===== src/rtl/sram_frame_reader.sv =====
// Reads a rows x cols frame from an asynchronous 16-bit SRAM and emits it as a typed beat stream.
// Control beats (FS/RS/RE/FE) are one state each; pixel beats fire on the last cycle of each read window.
`ifndef DTYPE_WIDTH
`define DTYPE_WIDTH 4
`endif
`ifndef DTYPE_FSTART
`define DTYPE_FSTART 4'd1
`define DTYPE_RSTART 4'd2
`define DTYPE_PIXEL  4'd3
`define DTYPE_REND   4'd4
`define DTYPE_FEND   4'd5
`endif

module sram_frame_reader #(
  parameter int ADDR_WIDTH = 19,
  parameter int DIM_WIDTH  = 12,
  parameter int READ_WAIT  = 1
) (
  input  logic                    clk,
  input  logic                    resetb,
  input  logic                    enable,
  input  logic                    start,
  input  logic [ADDR_WIDTH-1:0]   base_addr,
  input  logic [DIM_WIDTH-1:0]    num_cols,
  input  logic [DIM_WIDTH-1:0]    num_rows,
  output logic                    busy,
  output logic [ADDR_WIDTH-1:0]   addr,
  output logic                    ceb,
  output logic                    oeb,
  output logic                    web,
  inout  wire  [15:0]             ram_databus,
  output logic                    dvo,
  output logic [`DTYPE_WIDTH-1:0] dtypeo,
  output logic [15:0]             datao,
  output logic [2:0]              state_dbg
);

  typedef enum logic [2:0] {IDLE, FSTART, RSTART, READ, REND, FEND} state_t;

  localparam logic [3:0] WAIT_LAST = 4'(READ_WAIT);

  state_t                state, next_state;
  logic [DIM_WIDTH-1:0]  cols_q, rows_q;
  logic [DIM_WIDTH-1:0]  col_cnt, row_cnt;
  logic [3:0]            wait_cnt;
  logic                  last_wait, last_col, last_row, pix;

  assign ram_databus = 16'bz;
  assign web         = 1'b1;
  assign state_dbg   = state;

  assign last_wait = (wait_cnt == WAIT_LAST);
  assign last_col  = (col_cnt == cols_q - DIM_WIDTH'(1));
  assign last_row  = (row_cnt == rows_q - DIM_WIDTH'(1));
  // A pixel is only delivered if enable is still high on its sampling edge.
  assign pix       = (state == READ) && last_wait && enable;

  always_ff @(posedge clk or negedge resetb) begin
    if (!resetb) state <= IDLE;
    else         state <= next_state;
  end

  always_comb begin
    next_state = state;
    case (state)
      IDLE:    if (start && enable) next_state = FSTART;
      FSTART:  if (!enable || rows_q == '0 || cols_q == '0) next_state = FEND;
               else next_state = RSTART;
      RSTART:  next_state = enable ? READ : FEND;
      READ:    if (!enable) next_state = FEND;
               else if (last_wait && last_col) next_state = REND;
      REND:    if (!enable || last_row) next_state = FEND;
               else next_state = RSTART;
      FEND:    next_state = IDLE;
      default: next_state = IDLE;
    endcase
  end

  always_ff @(posedge clk or negedge resetb) begin
    if (!resetb) begin
      addr     <= '0;
      cols_q   <= '0;
      rows_q   <= '0;
      col_cnt  <= '0;
      row_cnt  <= '0;
      wait_cnt <= '0;
    end else begin
      case (state)
        IDLE: if (start && enable) begin
          addr     <= base_addr;
          cols_q   <= num_cols;
          rows_q   <= num_rows;
          col_cnt  <= '0;
          row_cnt  <= '0;
          wait_cnt <= '0;
        end
        RSTART: begin
          col_cnt  <= '0;
          wait_cnt <= '0;
        end
        // Addresses run contiguously across rows and wrap naturally at the top.
        READ: if (enable) begin
          if (last_wait) begin
            wait_cnt <= '0;
            addr     <= addr + ADDR_WIDTH'(1);
            col_cnt  <= col_cnt + DIM_WIDTH'(1);
          end else begin
            wait_cnt <= wait_cnt + 4'd1;
          end
        end
        REND:    row_cnt <= row_cnt + DIM_WIDTH'(1);
        default: ;
      endcase
    end
  end

  always_comb begin
    busy   = (state != IDLE);
    ceb    = (state != READ);
    oeb    = (state != READ);
    dvo    = 1'b0;
    dtypeo = '0;
    datao  = '0;
    case (state)
      FSTART: begin dvo = 1'b1; dtypeo = `DTYPE_FSTART; end
      RSTART: begin dvo = 1'b1; dtypeo = `DTYPE_RSTART; end
      REND:   begin dvo = 1'b1; dtypeo = `DTYPE_REND;   end
      FEND:   begin dvo = 1'b1; dtypeo = `DTYPE_FEND;   end
      READ: if (pix) begin
        dvo    = 1'b1;
        dtypeo = `DTYPE_PIXEL;
        datao  = ram_databus;
      end
      default: ;
    endcase
  end

endmodule

===== config.mk =====
export PLATFORM = sky130hd
export DESIGN_NAME = sram_frame_reader
export DESIGN_NICKNAME = d
export VERILOG_FILES = /design/src/rtl/sram_frame_reader.sv
export SDC_FILE = /design/constraint.sdc
export NUM_CORES = 1
export LEC_CHECK = 0
export CORE_ASPECT_RATIO = 1.25
export CORE_UTILIZATION = 51
export DETAILED_ROUTE_END_ITERATION = 16
export DONT_BUFFER_PORTS = 1
export HOLD_SLACK_MARGIN = 0.08
export PLACE_DENSITY = 0.69
export SLEW_MARGIN = 0
export SYNTH_ARGS = -nofsm -noshare
export SYNTH_HDL_FRONTEND = slang
export SYNTH_SLANG_ARGS = --single-unit

===== constraint.sdc =====
create_clock -name clk -period 2.1 [get_ports clk]
set_input_delay 0.42 -clock clk [delete_from_list [all_inputs] [get_ports clk]]
set_output_delay 0.42 -clock clk [all_outputs]
set_load 0.02 [all_outputs]

## Word-level counts from Yosys, hierarchy flattened

Cells that the tools add are included.

- Muxes and demuxes: 26
- Eq/ne operators: 13
- Reductions and logical operators: 22
- Add/subtract/negate cells: 6

Operator list:

| kind | count |
|---|---|
| 2-to-1 mux 19 bit | 3 |
| one-hot mux 19 bit (2 select lines) | 1 |
| 2-to-1 mux 12 bit | 3 |
| one-hot mux 12 bit (3 select lines) | 1 |
| 2-to-1 mux 16 bit | 2 |
| one-hot mux 3 bit (5 select lines) | 2 |
| adder 12 x 1 -> 12 bit (second input constant) | 2 |
| == test 12 bit | 2 |
| zero test 12 bit | 2 |
| one-hot mux 12 bit (2 select lines) | 1 |
| subtractor 12 x 1 -> 12 bit (second input constant) | 2 |
| adder 19 x 1 -> 19 bit (second input constant) | 1 |
| 2-to-1 mux 3 bit | 6 |
| 2-to-1 mux 4 bit | 3 |
| one-hot mux 4 bit (3 select lines) | 1 |
| AND reduction 4 bit | 2 |
| == test 3 x 2 -> 1 bit (second input constant) | 2 |
| == test 3 bit (second input constant) | 2 |
| != test 2 bit (second input constant) | 3 |
| != test 3 x 2 -> 1 bit (second input constant) | 2 |
| AND reduction 2 bit | 3 |
| nonzero test 3 bit | 2 |
| adder 4 x 1 -> 4 bit (second input constant) | 1 |
| == test 4 x 1 -> 1 bit (second input constant) | 1 |
| 11 further kinds | 17 |

- Register bits after elaboration: 74
- Bits of input ports: 47
- Output and inout bits: 63
- Logic and storage cells: 74

## Depth between registers and ports, before layout

Gate-level depths: netlist of the first run.

- Depth in word-level cells: 6
- Depth in mapped cells: 9

## Least setup slack after synthesis of the first run

No wires, ideal clock.

- Path kind: flip-flop to output port
- Start: register state[1], in the netlist state_dbg[1]
- End: output port dtypeo[1]
- Path slack: -564 ps
- Arrival: 2,244 ps
- Cell stages (with the launch flop): 5
- Cell sequence: dfrtp_1 buf_2 inv_1 ha_1 a2111oi_0

- Cells in the longest elaborated chain, start to end: 5
- Elaborated cells between the ends (all ways): 9

Ends and longest elaborated chain:

| what | line | source |
|---|---|---|
| from (decl) | 42 | `state_t state, next_state;` |
| from (signal assigned) | 60 | `else state <= next_state;` |
| == test 3 x 2 -> 1 bit | 56, 124 |  |
| logical AND 1 bit (2 in a row) | 56 | `assign pix = (state == READ) && last_wait && enable;` |
| 2-to-1 mux 2 bit | 129 | `READ: if (pix) begin` |
| one-hot mux 3 bit (5 select lines) * | 124 | `case (state)` |
| to (decl) | 33 | `` output logic [`DTYPE_WIDTH-1:0] dtypeo, `` |

Every way passes the cells marked *; elsewhere a longest branch is shown, timed or not.

## Worst setup path in the final report of the first run

- Start: register rows_q[0]
- End: register state[0], in the netlist state_dbg[0]

- Cells in the longest elaborated chain, start to end: 5
- Elaborated cells between the ends (all ways): 9

Ends and longest elaborated chain:

| what | line | source |
|---|---|---|
| from (decl) | 43 | `logic [DIM_WIDTH-1:0] cols_q, rows_q;` |
| from (signal assigned) | 92 | `rows_q <= num_rows;` |
| subtractor 12 x 1 -> 12 bit / zero test 12 bit (equally long branches) | 54, 67 |  |
| == test 12 bit / logical OR 1 bit (equally long branches) | 54, 67 |  |
| logical OR 1 bit, on equally long branches | 72, 67 |  |
| 2-to-1 mux 3 bit, on equally long branches | 72, 67 |  |
| one-hot mux 3 bit (5 select lines) * | 65 | `case (state)` |

Marks and branches as above.
A chain may end at the register's enable or synchronous reset.

==> qor.txt, run 1 <==
Ant. Diodes = 0
Final Setup Violations = 6
type of the most critical hold path = in -> async
Rel. slew slack = 0.6236
Netlist Area Pre-Place = 0.004872 sq mm
sequential-to-total area share from yosys stat = 0.3801
Post-Route WL = 12950 um
Pleak = 2.544 nW
maxcap violations = 0
CTS tree = yes
pin count of the biggest net entering global routing = 75
WP data arrival = 2.58 ns
detailed placement HPWL = 8721 um
CTS Sinks = 74
Worst-Margin Slew = 0.5503 ns
post-route clock period utilization = 1.095
non-filler cells in the finished layout = 765
initial antenna violation count = 0
status = finished, violations left
H-tree depth = 3
NetSw = 3.721 mW
Setup WS pre-CTS = -0.1436 ns
Logic pwr share = 0.520
cts bufs inserted = 9
critical path class = reg -> reg
vias in the first global route = 4397
clock share of power = 0.177
Setup crit start = rows_q[0]$_DFFE_PN0P_
syn avg cell area = 8.258 sq um
Max Transition Viols Final = 0
Final min period = 2.299 ns
number of synthesized flops with an enable pin = 0
GPL Wtd Cong = 0.8783
fraction of registers with async set/reset = 1.000
top layer reached by signal wires = met4
register share of total power = 0.303
WL/cell = 16.93 um
first-pass GRT wire length = 20280 um
critical path endpoint category = flip-flop
First-pass DRT Iterations = 5
Pint = 4.695 mW
Final Instance Area = 0.005718 sq mm
critical path, cell by cell = inv_1, ha_4, or4b_4, a211o_1, a21boi_2, o211ai_2, or4_1, nand3_1
WL met2 = 6754 um
Fmax achieved = 435.0 MHz
Layout Nets = 694
DRC violations left = 0
DRT met1 WL = 5161 um
Worst Skew = 0.003697 ns
Final Hold Viols = 74
All-Layer GR Usage = 0.2652
Vias/cell = 5.723
Net Sw Frac = 0.4421
Setup crit start kind = flip-flop
Die Y = 111.3 um
Max VDD drop = 0.0006769 V
Root Buffer = clkbuf_16
port bufs = 0
clock-pin slew on the worst setup and hold paths = 0.05 ns
synthesis-to-layout area growth = 17.36%
RSZ-0062 raised after global routing = yes
Initial DRC Count = 204
worst setup slack after layout = -0.1990 ns
initial cell density of the core = 0.5283
Hold Slack = -0.2235 ns
row cnt = 39
Chip Width = 89.42 um
Critical Path Fanout Max = 5
Synth Instances = 590
share of layout cells above drive strength 1 = 0.1869
Req. time, crit path = 2.38 ns
number of library cell types mapped by synthesis = 62
yosys warns = 0
boundary pin count = 110
WL met3 = 723 um
Worst-Skew Late Latency = 0.34 ns
Worst path slowest cell = or4_1
Antenna Violating Nets Remaining = 0
PwrDens = 1472 mW/mm^2
Critical R2R Launch = rows_q[0]$_DFFE_PN0P_
synthesized flop and latch total = 74
total number of vias = 4378
failing checks = negative hold slack, negative setup slack
Area after DPL = 0.005244 sq mm
placed insts = 744
prevailing post-synth register cell = dfrtp_1
core area = 0.009223 sq mm
max incr delay on CP = 0.50 ns
area of the die = 0.009951 sq mm
GR Overflow Total = 0
Max clock buf depth = 2
## metal layers
metal | vias to the layer above | GRT usage
li1 | 2081 | -
met1 | 2157 | 0.3077
met2 | 115 | 0.4601
met3 | 25 | 0.05510
met4 | 0 | 0.1143
met5 | - | 0
## through the flow
step / TNS, ns / util / power, mW / hold slack [ns]
after floorplan: -0.1527 / - / 5.251 / 0.1244
after global placement: -0.1589 / 0.5686 / 6.424 / 0.1271
after detailed placement: -0.3596 / 0.5686 / 6.560 / 0.1274
after CTS: -0.4905 / 0.6125 / 8.227 / -0.2268
after global routing: -1.218 / 0.6200 / 8.944 / -0.2292
final: -0.6493 / 0.6200 / 8.416 / -0.2235
## cell families (layout without fill, tap and decap cells)
logic type | Yosys count | in the layout | share of synthesized area
compound gates | 124 | 124 | 0.1587
mux | 5 | 5 | 0.01027
flops | 74 | 74 | 0.3801
simple gates | 253 | 253 | 0.2558
other cells | 2 | 34 | 0.001541
fa+ha+maj | 10 | 10 | 0.02517
buf+inv | 81 | 101 | 0.09193
xor+xnor | 41 | 41 | 0.07653
## flip-flops by register name, indices dropped and copies added (netlist names)
| signal | flops |
|---|---|
| state_dbg | 3 |
| wait_cnt | 4 |
| cols_q | 12 |
| rows_q | 12 |
| row_cnt | 12 |
| addr | 19 |
| col_cnt | 12 |
## repair_timing
item | in CTS | in global routing
resized for setup | 16 | 12
endpoints found under the setup margin | 7 | 22
buffers inserted | 6 | 0
pin swaps | 6 | 4
endpoints found under the hold margin | 74 | 74
## worst max-delay path: cells and delay by family (launching register included)
kind	cells	cell delay (ns)
adder cells (fa/ha/maj)	1	0.14
AO/OA/AOI/OAI	3	0.52
AND/OR/NAND/NOR	3	1.09
flip-flops	1	0.37
buffers and inverters	1	0.11
## synth_stat cells, types with 3 or more instances
| library cell | n | area (sq um) |
|---|---|---|
| nor3_1 | 10 | 50.05 |
| a31oi_1 | 9 | 56.30 |
| dfrtp_1 | 74 | 1852 |
| buf_2 | 4 | 20.02 |
| and2_1 | 4 | 25.02 |
| nor2b_1 | 4 | 25.02 |
| nor4_1 | 7 | 43.79 |
| and3_1 | 6 | 37.54 |
| o211ai_1 | 3 | 22.52 |
| nor3b_1 | 5 | 37.54 |
| nand2_1 | 113 | 424.2 |
| xor2_1 | 15 | 131.4 |
| nand3b_1 | 5 | 37.54 |
| o21a_1 | 4 | 30.03 |
| or2_2 | 3 | 18.77 |
| mux2i_1 | 5 | 50.05 |
| nand2b_1 | 6 | 37.54 |
| nand3_1 | 23 | 115.1 |
| nand4_1 | 9 | 56.30 |
| xnor2_1 | 25 | 219.0 |
| ha_1 | 9 | 112.6 |
| nor2_1 | 39 | 146.4 |
| o22ai_1 | 12 | 75.07 |
| or3_1 | 3 | 18.77 |
| o21ai_0 | 34 | 170.2 |
| a21oi_1 | 33 | 165.2 |
| nor4b_1 | 3 | 26.28 |
| clkbuf_1 | 23 | 86.33 |
| inv_1 | 17 | 63.81 |
| o31ai_1 | 6 | 45.04 |
| buf_4 | 35 | 262.8 |
## path summary, 6_finish.rpt
kind	to	slack, ns	cells past startpoint
max	state_dbg[0]$_DFFE_PN0P_	-0.20	8
min	rows_q[9]$_DFFE_PN0P_	-0.22	0
max reg2reg	state_dbg[0]$_DFFE_PN0P_	-0.20	8
min reg2reg	row_cnt[11]$_DFFE_PN0P_	0.51	1
max in group asynchronous	addr[14]$_DFFE_PN0P_	2.21	0
min in group clk	cols_q[11]$_DFFE_PN0P_	0.19	2
## layout make-up
cell class | instances | area, sq um
fill | 781 | 3505
clock buffer | 13 | 280.3
multi-input combinational | 467 | 2834
tap | 123 | 153.9
clock inverter | 2 | 10.01
inverter | 17 | 63.81
timing repair buffer | 69 | 521.8
sequential | 74 | 1854
## cell usage in the layout (no fill, tap or decap), types with 6 or more instances in the layout
cell       instances
nand2_1          112
nor2_1            38
xor2_1            15
and3_1             6
dfrtp_1           72
xnor2_1           25
a31oi_1            8
nor3_1             8
clkbuf_16          9
a21oi_1           32
conb_1            34
ha_1               7
nand3_1           23
inv_1             15
o21ai_0           34
nand4_1            9
buf_4             68
o22ai_1           12
## power groups by stage
stage / Combinational, mW / Sequential [mW] / Clock (mW)
detailed placement: 4.01 / 2.55 / 0
finish: 4.38 / 2.55 / 1.49
CTS: 4.19 / 2.53 / 1.50
global placement: 3.89 / 2.53 / 0
global route: 4.77 / 2.61 / 1.56
floorplan: 2.61 / 2.64 / 0
No activity file was read; power rests on OpenSTA's default activity.
==> run 2: changes to the inputs <==
--- a/config.mk
+++ b/config.mk
@@ -7,10 +7,12 @@
 export LEC_CHECK = 0
 export CORE_ASPECT_RATIO = 1.25
 export CORE_UTILIZATION = 51
+export CTS_CLUSTER_DIAMETER = 100
 export DETAILED_ROUTE_END_ITERATION = 16
 export DONT_BUFFER_PORTS = 1
 export HOLD_SLACK_MARGIN = 0.08
-export PLACE_DENSITY = 0.69
+export MAX_ROUTING_LAYER = met4
+export PLACE_DENSITY = 0.66
 export SLEW_MARGIN = 0
 export SYNTH_ARGS = -nofsm -noshare
 export SYNTH_HDL_FRONTEND = slang
==> constraint.sdc (replaced) <==
create_clock -name clk -period 2.15 [get_ports clk]
set_input_delay 0.43 -clock clk [delete_from_list [all_inputs] [get_ports clk]]
set_output_delay 0.43 -clock clk [all_outputs]
set_load 0.02 [all_outputs]
==> run 2 against run 1 <==
  * The run still ends with negative hold slack, negative setup slack left
  * Sequential power shrank 2%
  * Design area is essentially flat
  * Clock-buffer cell count shrank 4
  * Critical endpoint unchanged
==> qor.txt, run 2 (synthesized netlist as in run 1, its figures left out) <==
status = finished, violations left
failing checks = negative hold slack, negative setup slack
share of layout cells above drive strength 1 = 0.1863 (-0.0005805)
clock-pin slew on the worst setup and hold paths = 0.06 ns (about the same)
Root Buffer = clkbuf_16
detailed placement HPWL = 8629 um (-1.0%)
PwrDens = 1436 mW/mm^2 (-2.5%)
Fmax achieved = 445.0 MHz (+2.3%)
Max Transition Viols Final = 0 (unchanged)
first-pass GRT wire length = 19970 um (-1.5%)
WL/cell = 16.08 um (-5.1%)
Post-Route WL = 12330 um (-4.8%)
most common cell after layout, fill and taps aside = nand2_1
All-Layer GR Usage = 0.2657 (+0.0004956)
Worst path slowest cell = or4_4
critical path endpoint category = flip-flop
GPL Wtd Cong = 0.8997 (+2.4%)
max incr delay on CP = 0.51 ns (about the same)
Worst Skew = 0.004306 ns (+0.0006092 ns)
Worst-Skew Late Latency = 0.34 ns (about the same)
Ant. Diodes = 0 (unchanged)
Rel. slew slack = 0.5678 (-0.05582)
number of flip-flops under the largest register name = 19 (unchanged)
DRC violations left = 0 (unchanged)
GR Overflow Total = 0 (unchanged)
Fin Setup TNS = -0.2537 ns (+0.3956 ns)
type of the most critical hold path = in -> async
synthesis-to-layout area growth = 17.31% (about the same)
Final min period = 2.247 ns (-0.05176 ns)
total number of vias = 4378 (unchanged)
critical path class = reg -> reg
post-route clock period utilization = 1.045 (-0.04954)
row cnt = 39 (unchanged)
commonest cells after routing, fill and taps aside = nand2_1 (112), dfrtp_1 (73), buf_4 (68)
First-pass DRT Iterations = 5 (unchanged)
register-to-register setup slack = -0.1 ns (+0.10 ns)
RSZ-0062 raised after global routing = yes
Setup WS pre-CTS = -0.1084 ns (+0.03516 ns)
cts bufs inserted = 9 (unchanged)
Pleak = 2.546 nW (+0.11%)
boundary pin count = 110 (unchanged)
area of the die = 0.009951 sq mm (unchanged)
Initial DRC Count = 297 (+46%)
critical path, cell by cell = inv_2, ha_4, or4b_4, a211o_1, a21boi_2, o211ai_2, or4_4, nand3_2
initial cell density of the core = 0.5283 (unchanged)
Reg with most FFs = addr
Req. time, crit path = 2.43 ns (+0.05 ns)
Max clock buf depth = 2 (unchanged)
Max VDD drop = 0.0006982 V (+3.1%)
Worst-Margin Slew = 0.6459 ns (+0.09558 ns)
Chip Width = 89.42 um (unchanged)
Final Setup Violations = 5 (-1)
Hold Slack = -0.2148 ns (+0.008729 ns)
initial antenna violation count = 0 (unchanged)
Setup crit start kind = flip-flop
Die Y = 111.3 um (unchanged)
worst setup slack after layout = -0.09722 ns (+0.1018 ns)
Critical Path Fanout Max = 5 (unchanged)
Vias/cell = 5.708 (-0.26%)
Antenna Violating Nets Remaining = 0 (unchanged)
CTS Sinks = 74 (unchanged)
WP data arrival = 2.52 ns (-0.06 ns)
Layout Nets = 695 (+0.14%)
vias in the first global route = 4309 (-2.0%)
port bufs = 0 (unchanged)
core area = 0.009223 sq mm (unchanged)
Final Hold Viols = 74 (unchanged)
H-tree depth = 3 (unchanged)
pin count of the biggest net entering global routing = 75 (unchanged)
maxcap violations = 0 (unchanged)
CTS tree = yes
==> run 2: worst paths after layout <==
path,startpoint,to,depth (start not counted)
worst max-delay path,rows_q[1]$_DFFE_PN0P_,state_dbg[0]$_DFFE_PN0P_,8
worst min-delay path,resetb,rows_q[7]$_DFFE_PN0P_,0
worst max register to register,rows_q[1]$_DFFE_PN0P_,state_dbg[0]$_DFFE_PN0P_,8
worst min register to register,row_cnt[11]$_DFFE_PN0P_,row_cnt[11]$_DFFE_PN0P_,1
max in group asynchronous,resetb,state_dbg[1]$_DFFE_PN0P_,0
min in group clk,num_cols[5],cols_q[5]$_DFFE_PN0P_,2
==> run 2: worst max-delay path, delay by kind of cell, from the launching register on <==
family	cells	cell delay (ns)
AOI/OAI and AO/OA	3	0.50
DFF	1	0.39
and+or+nand+nor	3	1.08
adders and majority gates	1	0.13
buffers and inverters	1	0.09
==> run 2: layer usage <==
layer,vias up,GRT usage,wire (um)
met3,30,0.06999,665
li1,2085,-,-
met4,0,0.1026,306
met5,-,-,0
met1,2126,0.2939,4954
met2,137,0.4478,6405
==> run 2: report_power, final <==
part | internal (mW) | leakage (nW) | switching [mW]
sequential | 1.87 | 0.943 | 0.626
clock | 0.896 | 0.142 | 0.603
combinational | 1.84 | 1.46 | 2.37
==> run 2: cell type report <==
type	count	area, sq um
clock buffer	9	225.2
inverter	17	63.81
tap	123	153.9
fill	776	3507
clock inverter	7	68.82
sequential	74	1853
timing repair buffer	70	541.8
multi-input combinational	467	2809
==> run 2: timing repair <==
item,CTS,global route
setup endpoints to repair,7,21
pin swaps,8,6
endpoints found under the hold margin,74,74
gates resized for setup,19,4
setup buffers,7,5
==> run 2: stage by stage <==
stage | power (mW) | instances | cell area [sq um] | utilization
3_5_place_dp | 6.425 | 740 | 5239 | 0.5680
4_1_cts | 8.147 | 762 | 5659 | 0.6136
5_1_grt | 8.722 | 767 | 5715 | 0.6197
3_3_place_gp | 6.294 | 740 | 5239 | 0.5680
2_1_floorplan | 5.152 | 622 | 5014 | -
6_report | 8.206 | 767 | 5715 | 0.6197
